<file path="config.mk">
export PLATFORM = sky130hd
export DESIGN_NAME = intra_net_tile_sched
export DESIGN_NICKNAME = d
export VERILOG_FILES = /design/src/rtl/intra_net_tile_sched.sv
export SDC_FILE = /design/constraint.sdc
export NUM_CORES = 1
export LEC_CHECK = 0
export ABC_AREA = 1
export CAP_MARGIN = 15
export CELL_PAD_IN_SITES_DETAIL_PLACEMENT = 0
export CELL_PAD_IN_SITES_GLOBAL_PLACEMENT = 1
export CORE_MARGIN = 2
export CORE_UTILIZATION = 34
export CTS_CLUSTER_SIZE = 20
export DETAILED_ROUTE_END_ITERATION = 10
export PLACE_DENSITY_LB_ADDON = 0.1
export SLEW_MARGIN = 5
export SYNTH_ARGS = -nofsm -noshare
export SYNTH_HDL_FRONTEND = slang
export SYNTH_SLANG_ARGS = --single-unit
</file>
<file path="constraint.sdc">
create_clock -name clk -period 2.3 [get_ports clk]
set_input_delay 0.69 -clock clk [delete_from_list [all_inputs] [get_ports clk]]
set_output_delay 0.69 -clock clk [all_outputs]
set_load 0.01 [all_outputs]
</file>
<file path="src/rtl/intra_net_tile_sched.sv">
// Tile sequencer for the intra-net transpose/relayout unit: accepts a job, issues one start per tile, advances bases.
// Optional per-tile watchdog enabled by defining INTRA_SCHED_TIMEOUT_EN.
module intra_net_tile_sched #(
    parameter int COL_DIM        = 16,
    parameter int ADDR_WIDTH     = 10,
    parameter int TILE_CNT_WIDTH = 8,
    parameter int TIMEOUT_CYCLES = 1024
) (
    input  logic                        clk,
    input  logic                        reset,
    input  logic                        cmd_valid,
    output logic                        cmd_ready,
    input  logic [$clog2(COL_DIM):0]    cmd_A,
    input  logic [$clog2(COL_DIM):0]    cmd_B,
    input  logic [ADDR_WIDTH-1:0]       cmd_O_base,
    input  logic [ADDR_WIDTH-1:0]       cmd_A_base,
    input  logic [ADDR_WIDTH-1:0]       cmd_O_stride,
    input  logic [ADDR_WIDTH-1:0]       cmd_A_stride,
    input  logic [TILE_CNT_WIDTH-1:0]   cmd_tiles,
    output logic                        net_start,
    output logic [$clog2(COL_DIM):0]    net_A,
    output logic [$clog2(COL_DIM):0]    net_B,
    output logic [ADDR_WIDTH-1:0]       net_O_base_addr,
    output logic [ADDR_WIDTH-1:0]       net_A_base_addr,
    input  logic                        net_end,
    output logic                        busy,
    output logic [TILE_CNT_WIDTH-1:0]   tile_idx,
    output logic                        done,
    output logic                        err
);

    localparam int DIM_W = $clog2(COL_DIM) + 1;
    localparam logic [DIM_W-1:0] MAX_DIM = DIM_W'(COL_DIM);

    localparam logic [2:0] IDLE  = 3'd0;
    localparam logic [2:0] ISSUE = 3'd1;
    localparam logic [2:0] WAIT  = 3'd2;
    localparam logic [2:0] NEXT  = 3'd3;
    localparam logic [2:0] DONE  = 3'd4;

    logic [2:0]                state;
    logic [ADDR_WIDTH-1:0]     o_stride;
    logic [ADDR_WIDTH-1:0]     a_stride;
    logic [TILE_CNT_WIDTH-1:0] tiles;
    logic                      err_r;
    logic                      dim_bad;
    logic                      last_tile;

`ifdef INTRA_SCHED_TIMEOUT_EN
    localparam int TO_W = $clog2(TIMEOUT_CYCLES + 1);
    localparam logic [TO_W-1:0] TO_LIMIT = TO_W'(TIMEOUT_CYCLES - 1);
    logic [TO_W-1:0] wait_cnt;
`endif

    assign dim_bad   = (cmd_A == '0) || (cmd_A > MAX_DIM) || (cmd_B == '0) || (cmd_B > MAX_DIM);
    assign last_tile = (tile_idx == tiles - TILE_CNT_WIDTH'(1));

    assign cmd_ready = (state == IDLE);
    assign net_start = (state == ISSUE);
    assign busy      = (state != IDLE);
    assign done      = (state == DONE);
    assign err       = done && err_r;

    // Config registers only move on accept or in NEXT, so the unit sees stable values for a whole tile.
    always_ff @(posedge clk) begin
        if (reset) begin
            state           <= IDLE;
            net_A           <= '0;
            net_B           <= '0;
            net_O_base_addr <= '0;
            net_A_base_addr <= '0;
            o_stride        <= '0;
            a_stride        <= '0;
            tiles           <= '0;
            tile_idx        <= '0;
            err_r           <= 1'b0;
`ifdef INTRA_SCHED_TIMEOUT_EN
            wait_cnt        <= '0;
`endif
        end else begin
            case (state)
                IDLE: begin
                    if (cmd_valid) begin
                        net_A           <= cmd_A;
                        net_B           <= cmd_B;
                        net_O_base_addr <= cmd_O_base;
                        net_A_base_addr <= cmd_A_base;
                        o_stride        <= cmd_O_stride;
                        a_stride        <= cmd_A_stride;
                        tiles           <= cmd_tiles;
                        tile_idx        <= '0;
                        err_r           <= dim_bad;
                        if (dim_bad || cmd_tiles == '0) begin
                            state <= DONE;
                        end else begin
                            state <= ISSUE;
                        end
                    end
                end
                ISSUE: begin
                    state <= WAIT;
`ifdef INTRA_SCHED_TIMEOUT_EN
                    wait_cnt <= '0;
`endif
                end
                WAIT: begin
                    // A real end pulse wins over a watchdog expiry landing in the same cycle.
                    if (net_end) begin
                        state <= last_tile ? DONE : NEXT;
`ifdef INTRA_SCHED_TIMEOUT_EN
                    end else if (wait_cnt == TO_LIMIT) begin
                        err_r <= 1'b1;
                        state <= DONE;
                    end else begin
                        wait_cnt <= wait_cnt + TO_W'(1);
`endif
                    end
                end
                NEXT: begin
                    net_O_base_addr <= net_O_base_addr + o_stride;
                    net_A_base_addr <= net_A_base_addr + a_stride;
                    tile_idx        <= tile_idx + TILE_CNT_WIDTH'(1);
                    state           <= ISSUE;
                end
                DONE: begin
                    state <= IDLE;
                end
                default: begin
                    state <= IDLE;
                end
            endcase
        end
    end

endmodule

</file>
==> results.ini <==
[cells_and_area]
synthesis_to_layout_area_growth_pct = 37.8
layout.core_utilization_pct = 48.0
drive_above_1_share_pct = 6.15
finish.cell_count_without_fillers = 826
antenna_cells = 0
layout.nets = 762

[yosys]
syn_avg_cell_area_sq_um = 6.92
synth_cell_type_count = 36
count_of_flip_flops_with_a_built_in_enable_after_synthesis = 0
synth.ff_latch_count = 70
synth.yosys.seq_area_share_pct = 35.3
syn-num-nets = 658
yosys_most_used_dff = sky130_fd_sc_hd__dfxtp_1
yosys_warnings = 0
post_synth_instance_area_sq_um = 3970
synthCells = 574
share_of_synthesized_flip_flops_with_an_asynchronous_set_or_reset_pct = 0

[detailed_routing]
first_pass_iters = 4
drt_wl_total_mm = 11.1
overall_via_count_from_detail_route = 3990
antenna_violating_nets_post_route = 0
wl_per_cell_um = 13.4
avgViaCountPerCell = 4.83
drc = 0
drt_iter0_drc = 130

[placed_design]
dp_hpwl_mm = 8.04
routabilityCongestion = 0.807
buffer_ports.inserted = 104
placed_cell_count = 809

[cts]
cts.sinks = 70
cts.htree.levels = 3
root_buffer = sky130_fd_sc_hd__clkbuf_16
clock_latency_of_the_later_clocked_register_in_the_worst_skew_pair_ns = 0.34
ctsLongestPathBuffers = 2
clk_pin_slew_ns = 0.06
clock_tree_from_tritoncts = done
cts_buffers = 9
holdBufCountCts = 0

[global_routing]
grt_util_all_layers_pct = 18.1
global_route.overflow_total = 0
antenna_found_initial = 0
grt_pass1_wl_mm = 18.5
maximum_number_of_pins_on_one_net_before_global_route_repair = 54
via_count_of_the_first_global_routing_pass = 3943

[sta]
rsz0062_at_grt = false
finalHoldViolations = 0
layout_min_cycle_time_ns = 2.17
finClkSkew_ns = 0.00880
rel_slew_slack_pct = 59.5
setup_viol = 0
final_max_slew_viol_count = 0
setup_total_negative_slack_ns = 0
worst-slew-pin-transition_ns = 0.607
fin_crit_sh_pct = 94.2
fmax_mhz = 462

[floorplan]
core_area_sq_um = 11400
floorplan.initialDensity_pct = 34.8
fp.dieArea_sq_um = 12600
die_height_um = 112
dieWidth_um = 112
placement_rows = 39
count_of_pins_on_the_block_boundary = 105

[setup_path]
crit_chain = nor3_2 > clkdlybuf4s50_1
cp_data_arrival_time_ns = 1.48
endpoint_kind = output pin
critPathMaxStageDelay_ns = 0.56
cp_slowest_cell = sky130_fd_sc_hd__clkdlybuf4s50_1
critical_path_class = flop to output pin
worst_r2r_startpoint = net_O_base_addr[0]
crit_path_max_fanout = 4
setup.worst_path.start_class = flop
worstSetupStartpoint = state[0]
worst-endpoint-required_ns = 1.61

[run]
cap_viol_max_count = 0

[pwr]
power.ir.vdd_worst_v = 0.000431
cellPowerDensity_nw_per_um2 = 760
total_power_mw = 4.16
p_leak_nw = 2.39

[run_status]
outcome = completed

[hold_path]
min_path_type = flop to flop
min_from = net_A[0]

## registers in the layout, indices dropped and copies added, names as in the netlist
| signal | count |
|---|---|
| net_O_base_addr | 10 |
| state | 3 |
| net_B | 5 |
| tile_idx | 8 |
| o_stride | 10 |
| a_stride | 10 |
| err_r | 1 |
| net_A | 5 |
| tiles | 8 |
| net_A_base_addr | 10 |
## metrics by stage
stage                     cell area [sq um]  hold WS, ns  setup slack, ns
after floorplan                        3970        0.448            0.506
after global placement                 5160        0.454            0.233
after detailed placement               5160        0.460            0.208
after CTS                              5460        0.470           0.0278
after global routing                   5480        0.484           0.0198
final                                  5480        0.464            0.135
## area by class of cell
type | instances | area, sq um
clock inverter | 7 | 75.1
inverter | 69 | 260
fill | 1196 | 5940
clock buffer | 9 | 225
sequential | 70 | 1400
tap | 143 | 179
multi-input combinational | 413 | 2190
timing repair buffer | 115 | 1150
## power breakdown
group	internal, mW	switching, mW	total, mW
Clock	0.841	0.582	1.42
Sequential	1.36	0.111	1.47
Combinational	0.581	0.688	1.27
## routing by layer
| metal | track usage [%] | part of all wire (%) |
|---|---|---|
| met1 | 23.6 | 50 |
| met5 | 0 | 0 |
| met3 | 4.16 | 4.0 |
| met4 | 4.88 | 1.3 |
| met2 | 30.2 | 45 |
## worst max-delay path: cells and delay by family (launching register included)
family	cells	cell delay, ns
buffers and inverters	1	0.56
DFF	1	0.36
and+or+nand+nor	1	0.21
## worst paths after layout
kind                             end  slack, ns  cells past startpoint
setup / recovery                done       0.13                      2
hold / removal              net_A[0]       0.46                      2
setup reg to reg  net_O_base_addr[8]       0.28                     10
hold reg to reg             net_A[0]       0.46                      2
## kinds of logic (layout without fill, tap and decap cells)
family	Yosys count	after routing	synth area share, %
compound gates	122	122	17.4
xor+xnor	13	13	2.87
fa+ha+maj	22	22	7.30
buf+inv	91	200	9.79
flops	70	70	35.3
simple gates	256	256	27.4
## layout by cell type, fill, tap and decap left out, drive strengths merged, types with 8 or more instances in the layout
cell           netlist  final
a31oi               13     13
ha                  20     20
a22o                 8      8
nand3               31     31
clkbuf              11      9
dfxtp               70     70
clkdlybuf4s50        0     99
buf                 11     12
xor2                 8      8
nor2                33     33
inv                 68     68
o21ai               22     22
a21oi               67     67
nand2              167    167
nand4               12     12
## what timing repair did
action / in CTS / in global routing
pin swaps: 0 / 1
gates cloned: 0 / 0
resized for setup: 4 / 2
setup buffers: 0 / 1
endpoints found under the setup margin: 3 / 2
## synth_stat cells (all sizes together) (2+ instances only)
cell | number | area [sq um]
a22o | 8 | 70.1
a31oi | 13 | 81.3
and2 | 2 | 12.5
or2 | 6 | 37.5
inv | 68 | 255
nor2 | 33 | 124
clkbuf | 11 | 41.3
fa | 2 | 40.0
a221oi | 2 | 17.5
nand4 | 12 | 75.1
xor2 | 8 | 70.1
o21bai | 3 | 22.5
xnor2 | 5 | 43.8
a21o | 2 | 15.0
nand3 | 31 | 155
nand2 | 167 | 629
o21ai | 22 | 110
nor3 | 3 | 26.3
ha | 20 | 250
a21oi | 67 | 335
buf | 11 | 87.6
dfxtp | 70 | 1400
(Power assumes the default switching activity.)
